$ cat src/rtl/commit_unit.sv
// commit_unit: in-order two-wide retirement stage behind the ROB head.
// Optional difftest capture ports are built when COMMIT_DIFFTEST_EN is defined.
// Ports:
//   clock, reset          core clock; asynchronous active-high reset
//   head_*0/1, head_valid two oldest ROB entries (slot 0 is the oldest)
//   commit                combinational retire pulse back to the ROB
//   free_valid/free_preg  combinational release of old_prd to the free list
//   free_ready            free list can take two releases this cycle
//   arat_we/lrd/prd       registered architectural rename table writes
//   instret               retired-instruction count (wraps at 2^64)
//   halted, halt_pc       halt state and PC of the retired halt instruction
//   dt_*                  registered difftest view of retired slots (optional)
module commit_unit #(
   parameter logic [31:0] HALT_INSTR = 32'h00100073,
   parameter int PC_W = 32,
   parameter int LREG_W = 5,
   parameter int PREG_W = 6
) (
   input  logic              clock,
   input  logic              reset,
   input  logic [1:0]        head_valid,
   input  logic [PC_W-1:0]   head_pc0,
   input  logic [PC_W-1:0]   head_pc1,
   input  logic [31:0]       head_instr0,
   input  logic [31:0]       head_instr1,
   input  logic [LREG_W-1:0] head_lrd0,
   input  logic [LREG_W-1:0] head_lrd1,
   input  logic [PREG_W-1:0] head_prd0,
   input  logic [PREG_W-1:0] head_prd1,
   input  logic [PREG_W-1:0] head_old_prd0,
   input  logic [PREG_W-1:0] head_old_prd1,
   input  logic              head_need_to_wb0,
   input  logic              head_need_to_wb1,
   input  logic              head_skip0,
   input  logic              head_skip1,
   output logic [1:0]        commit,
   output logic [1:0]        free_valid,
   output logic [PREG_W-1:0] free_preg0,
   output logic [PREG_W-1:0] free_preg1,
   input  logic              free_ready,
   output logic [1:0]        arat_we,
   output logic [LREG_W-1:0] arat_lrd0,
   output logic [LREG_W-1:0] arat_lrd1,
   output logic [PREG_W-1:0] arat_prd0,
   output logic [PREG_W-1:0] arat_prd1,
   output logic [63:0]       instret,
   output logic              halted,
   output logic [PC_W-1:0]   halt_pc
`ifdef COMMIT_DIFFTEST_EN
   ,
   output logic [1:0]        dt_valid,
   output logic [PC_W-1:0]   dt_pc0,
   output logic [PC_W-1:0]   dt_pc1,
   output logic [31:0]       dt_instr0,
   output logic [31:0]       dt_instr1,
   output logic              dt_skip0,
   output logic              dt_skip1,
   output logic              dt_wen0,
   output logic              dt_wen1,
   output logic [LREG_W-1:0] dt_wdest0,
   output logic [LREG_W-1:0] dt_wdest1,
   output logic [PREG_W-1:0] dt_wpreg0,
   output logic [PREG_W-1:0] dt_wpreg1
`endif
);
   typedef enum logic {RUN, HALTED} state_t;
   state_t state, state_nx;
   logic wr0, wr1, ok0, ok1, halt0, halt1;
   // x0 writes are architectural no-ops: no release and no ARAT update
   assign wr0 = head_need_to_wb0 & (head_lrd0 != '0);
   assign wr1 = head_need_to_wb1 & (head_lrd1 != '0);
   // reset gates the combinational pulses so nothing leaks while held
   assign ok0 = (state == RUN) & ~reset & head_valid[0] & (~wr0 | free_ready);
   assign ok1 = ok0 & (head_instr0 != HALT_INSTR) & head_valid[1] & (~wr1 | free_ready);
   assign halt0 = ok0 & (head_instr0 == HALT_INSTR);
   assign halt1 = ok1 & (head_instr1 == HALT_INSTR);
   always_ff @(posedge clock or posedge reset)
      if (reset) state <= RUN;
      else state <= state_nx;
   always_comb
      state_nx = (state == RUN && (halt0 || halt1)) ? HALTED : state;
   always_comb begin
      halted = state == HALTED;
      commit = {ok1, ok0};
      free_valid = {ok1 & wr1, ok0 & wr0};
      free_preg0 = head_old_prd0;
      free_preg1 = head_old_prd1;
   end
   always_ff @(posedge clock or posedge reset)
      if (reset) begin
         arat_we <= '0;
         arat_lrd0 <= '0;
         arat_lrd1 <= '0;
         arat_prd0 <= '0;
         arat_prd1 <= '0;
         instret <= '0;
         halt_pc <= '0;
      end else begin
         arat_we <= free_valid;
         arat_lrd0 <= head_lrd0;
         arat_lrd1 <= head_lrd1;
         arat_prd0 <= head_prd0;
         arat_prd1 <= head_prd1;
         instret <= instret + {63'd0, commit[0]} + {63'd0, commit[1]};
         if (halt0 || halt1) halt_pc <= halt0 ? head_pc0 : head_pc1;
      end
`ifdef COMMIT_DIFFTEST_EN
   always_ff @(posedge clock or posedge reset)
      if (reset) begin
         dt_valid <= '0;
         dt_pc0 <= '0;
         dt_pc1 <= '0;
         dt_instr0 <= '0;
         dt_instr1 <= '0;
         dt_skip0 <= 1'b0;
         dt_skip1 <= 1'b0;
         dt_wen0 <= 1'b0;
         dt_wen1 <= 1'b0;
         dt_wdest0 <= '0;
         dt_wdest1 <= '0;
         dt_wpreg0 <= '0;
         dt_wpreg1 <= '0;
      end else begin
         dt_valid <= commit;
         if (commit[0]) begin
            dt_pc0 <= head_pc0;
            dt_instr0 <= head_instr0;
            dt_skip0 <= head_skip0;
            dt_wen0 <= wr0;
            dt_wdest0 <= head_lrd0;
            dt_wpreg0 <= head_prd0;
         end
         if (commit[1]) begin
            dt_pc1 <= head_pc1;
            dt_instr1 <= head_instr1;
            dt_skip1 <= head_skip1;
            dt_wen1 <= wr1;
            dt_wdest1 <= head_lrd1;
            dt_wpreg1 <= head_prd1;
         end
      end
`else
   // skip flags only matter to the difftest capture
   logic unused_skip;
   assign unused_skip = head_skip0 ^ head_skip1;
`endif
endmodule
$ cat config.mk
export PLATFORM = sky130hd
export DESIGN_NAME = commit_unit
export DESIGN_NICKNAME = d
export VERILOG_FILES = /design/src/rtl/commit_unit.sv
export SDC_FILE = /design/constraint.sdc
export NUM_CORES = 1
export LEC_CHECK = 0
export ABC_AREA = 0
export CORE_MARGIN = 2
export CORE_UTILIZATION = 43
export DETAILED_ROUTE_END_ITERATION = 10
export GPL_TIMING_DRIVEN = 0
export PLACE_DENSITY = 0.92
export SYNTH_ARGS = -nofsm -noshare
export SYNTH_HDL_FRONTEND = slang
export SYNTH_SLANG_ARGS = --single-unit
export TNS_END_PERCENT = 100
$ cat constraint.sdc
create_clock -name clock -period 6.92 [get_ports clock]
set_input_delay 1.384 -clock clock [delete_from_list [all_inputs] [get_ports clock]]
set_output_delay 1.384 -clock clock [all_outputs]
set_load 0.05 [all_outputs]
# ---- Word level (Yosys, flattened, before mapping)
# Cells that the tools add are included.
dict set report word_totals {
  regBits 121
  inputBits 171
  out_inout_bits 137
  elab_cells 36
}
dict set report op_classes {
  n_addsub 2
  n_eq_ne 3
  n_mux 1
  bitwise 18
  n_reduce_logical 4
}
# op count
set ops {}
lappend ops {{$add A64 B1 Y64} 2}
lappend ops {{$eq A32 B21 Y1 const B} 2}
lappend ops {{$mux W32} 1}
lappend ops {{$ne A32 B21 Y1 const B} 1}
lappend ops {{$and A1 B1 Y1} 12}
lappend ops {{$reduce_bool A5 Y1} 2}
lappend ops {{$not A1 Y1} 4}
lappend ops {{$or A1 B1 Y1} 2}
lappend ops {{$logic_and A1 B1 Y1} 1}
lappend ops {{$logic_or A1 B1 Y1} 1}

# ---- Longest topological paths before layout
dict set report logic_depth {
  depth_word 11
  depth_mapped 12
  ltp_nobuf 10
}

# ---- Least setup slack after synthesis
# Ideal clock, no wire load.
dict set report synth_timing {
  path_kind {input port to output port}
  startpoint {in head_lrd1[0]}
  endpoint {out free_valid[1]}
  arrival_time_ns 3.351
  slack_ns 2.185
  cell_stages 5
  n_path_buf 0
  cell_sequence {or4_1 -> o21ai_1 -> o21ai_1 -> nor3b_1 -> nor2b_1}
}
dict set report synth_via {
  elab_chain_len 6
}
# item line_no
set synth_rtl {}
lappend synth_rtl {{start, declared} 27} ;# input logic [LREG_W-1:0] head_lrd1,
lappend synth_rtl {{$reduce_bool A5 Y1} 71} ;# assign wr1 = head_need_to_wb1 & (head_lrd1 != '0);
lappend synth_rtl {{$and A1 B1 Y1} 71}
lappend synth_rtl {{$not A1 Y1} 74} ;# assign ok1 = ok0 & (head_instr0 != HALT_INSTR) & head_valid[1] & (~wr1 | free_ready);
lappend synth_rtl {{$or A1 B1 Y1} 74}
lappend synth_rtl {{$and A1 B1 Y1} 74}
lappend synth_rtl {{net ok1} 68} ;# logic wr0, wr1, ok0, ok1, halt0, halt1;
lappend synth_rtl {{$and A1 B1 Y1} 85} ;# free_valid = {ok1 & wr1, ok0 & wr0};
lappend synth_rtl {{end, declared} 37} ;# output logic [1:0] free_valid,
# The timed path passes the listed nets, and every way through them passes these cells.

# ---- Worst setup path after layout
dict set report layout_timing {
  startpoint {in head_lrd0[0]}
  endpoint {out free_valid[1]}
}
dict set report layout_via {
  elab_chain_len 9
}
# item line_no
set layout_rtl {}
lappend layout_rtl {{start, declared} 26} ;# input logic [LREG_W-1:0] head_lrd0,
lappend layout_rtl {{$reduce_bool A5 Y1} 70} ;# assign wr0 = head_need_to_wb0 & (head_lrd0 != '0);
lappend layout_rtl {{$and A1 B1 Y1} 70}
lappend layout_rtl {{$not A1 Y1} 73} ;# assign ok0 = (state == RUN) & ~reset & head_valid[0] & (~wr0 | free_ready);
lappend layout_rtl {{$or A1 B1 Y1} 73}
lappend layout_rtl {{$and A1 B1 Y1} 73}
lappend layout_rtl {{$and A1 B1 Y1 (3 in series)} 74}
lappend layout_rtl {{net ok1} 68}
lappend layout_rtl {{$and A1 B1 Y1} 85}
# The timed path passes the listed nets, and every way through them passes these cells.

==> results.cfg <==
[job]
maxCapViolCount = 0

[cts]
clk_latency_ns = 0.41
cts_buffer_depth = 2
clkTransAtPathRegs_ns = 0.05
postCtsHoldBufs = 0
htreeDepth = 4
clkSinkCount = 121
cts_setup_buffers = 0
ctsResizeCount = 0
tritoncts = done
cts_buffers = 17
cts_root_buffer = clkbuf_16

[cells_and_area]
finalInstanceArea_um2 = 9600
fin_util_pct = 72.2
layout-drive-gt1-share_pct = 9.81
fin_nets = 1038
diodes = 0
area_growth_syn_to_layout_pct = 63.4

[timing]
rsz0062_at_grt = no
clock.fmax_mhz = 163
final-setup-viol-count = 0
finalCritPeriodShare_pct = 88.5
worst_slew_pin_slew_ns = 0.627
drv_slew = 0
relSlewSlack_pct = 57.9
holdWs_ns = 0.497
skew_ns = 0.00779
tns_ns = 0
period_minus_slack_ns = 6.12
hold_viol = 0
timing.final.ws_setup_ns = 0.798

[grt]
antenna_found_initial = 0
grt_pass1_vias = 5573
grt_max_degree = 65
grt_pass1_wl_um = 30000
grt-ovfl-total = 0
grt_usage_pct = 26.8

[logic_synthesis]
ys_seq_elements = 121
syn-num-nets = 725
ys_seq_area_share_pct = 51.5
synth_area_leader_cell = dfrtp_1
synth_edf_count = 0
synth.most_common_cell = dfrtp_1
synth_area_um2 = 5880
synth_commonest_cells = dfrtp_1 (121), inv_1 (77), or3_1 (33), xnor2_1 (33), o22ai_1 (32)
synth_cell_types = 40
syn_avg_cell_area_um2 = 10.6
yosysWarnings = 0
ys.flop_type = dfrtp_1
async_flop_share_pct = 100
yosysTopAreaCellShare_pct = 51.5
syn_inst = 552
synth.area.top_cells = dfrtp_1 (52%), a221oi_2 (7.7%), inv_1 (4.9%)

[critical_path]
path_cells = clkdlybuf4s50_1, nor4_1, a21oi_1, or2_1, nor3b_1, nor2b_1, clkdlybuf4s50_1
required_ns = 5.54
crit_family = simple AND/OR/NAND/NOR gates
cp_max_fo = 6
cpMostUsedCell = clkdlybuf4s50_1
end_kind = output pin
worst-path-buf-inv = 2
critical-path-slowest-cell = clkdlybuf4s50_1
crit_type = input port to output pin
cp.arrival_ns = 4.74
crit_path_max_incr_delay_ns = 0.90
critPathLaunchType = input port

[floorplan]
die_h_um = 121
row_count = 42
die_w_um = 121
core_um2 = 13300
design.die.area_um2 = 14600
ios = 308
start_util_pct = 44.2

[placement]
placed_cell_area_um2 = 9060
dp_hpwl_um = 14600
pre_cts_ws_ns = 0.842
numPortBuffers = 293
place.gp.congestion = 0.825

[route]
via_count = 5492
postRouteWirelength_um = 19200
detail-route-antenna-nets = 0
post_drt_via_cell_ratio = 5.22
drtIter0Drc = 389
route.detailed.drc = 0
wl_per_cell_um = 18.2
first_pass_iters = 5

[hold_path]
min_path_type = flop to flop

[pwr]
irDropWorstVdd_mv = 0.151
power_density_nw_per_um2 = 197
p_leak_uw = 0.00393

[outcome]
outcome = finished clean
[cells by family (layout without fill, tap and decap cells)]
logic type	after synthesis	count (layout)	share of synthesized area, %
flip-flops	121	121	51.5
buffers and inverters	115	440	8.92
AO/OA/AOI/OAI	69	69	12.0
AND/OR/NAND/NOR	183	183	17.8
adder cells (fa/ha/maj)	2	2	0.553
XOR/XNOR	62	62	9.24
[through the flow]
step | instances | total power [uW]
after floorplan | 552 | 921
after global placement | 1021 | 1090
after detailed placement | 1022 | 1090
after CTS | 1053 | 1910
after global routing | 1053 | 1970
final | 1053 | 1890
[area by class of cell]
type | count | area (um2)
buffer | 37 | 231
clock buffer | 22 | 464
clock inverter | 9 | 75.1
fill | 935 | 3690
inverter | 78 | 298
multi-input combinational | 316 | 2330
sequential | 121 | 3030
tap | 176 | 220
timing repair buffer | 294 | 2960
[final timing paths]
path                                    from       endpoint  slack (ns)  cells past startpoint
max in group asynchronous              reset    instret[41]        4.78                      3
worst max-delay path            head_lrd0[0]  free_valid[1]        0.80                      7
worst min register to register   instret[47]    instret[47]        0.50                      1
worst max register to register        halted    instret[52]        3.42                     11
min in group asynchronous              reset    halt_pc[17]        1.45                      2
worst min-delay path             instret[47]    instret[47]        0.50                      1
[registers in the layout, indices dropped and copies added (netlist names)]
register	count
arat_lrd0	5
instret	64
halted	1
arat_we	2
arat_lrd1	5
arat_prd1	6
halt_pc	32
arat_prd0	6
[metal layers]
layer	vias to the layer above	global-route usage, %	part of all wire [%]
li1	2554	-	-
met1	2669	33.8	41
met2	241	44.1	50
met3	28	7.75	7.5
met4	0	8.94	2.1
met5	-	0	0
[layout by cell type, fill, tap and decap left out, drive strengths merged, types with 2 or more instances in the layout]
cell | Yosys | routed
nand3 | 21 | 21
clkinvlp | 0 | 2
clkbuf | 15 | 37
nand2 | 28 | 28
o22ai | 32 | 32
or2 | 2 | 2
and3 | 4 | 4
xnor2 | 33 | 33
xor2 | 29 | 29
nor4 | 18 | 18
nor4b | 4 | 4
a221oi | 32 | 32
buf | 22 | 23
or4 | 2 | 2
and4 | 7 | 7
dfrtp | 121 | 121
nor2 | 15 | 15
inv | 77 | 77
clkinv | 1 | 7
nand4 | 18 | 18
or3 | 33 | 33
o21ai | 2 | 2
nor3 | 24 | 24
clkdlybuf4s50 | 0 | 293
[power breakdown]
part / total [uW] / leakage, uW / switching (uW) / internal (uW)
combinational: 328 / 0.00208 / 177 / 151
sequential: 754 / 0.00158 / 22.9 / 732
clock: 811 / 0.000265 / 306 / 506
total: 1890 / 0.00393 / 506 / 1390
Power figures use the tool's default switching activity.
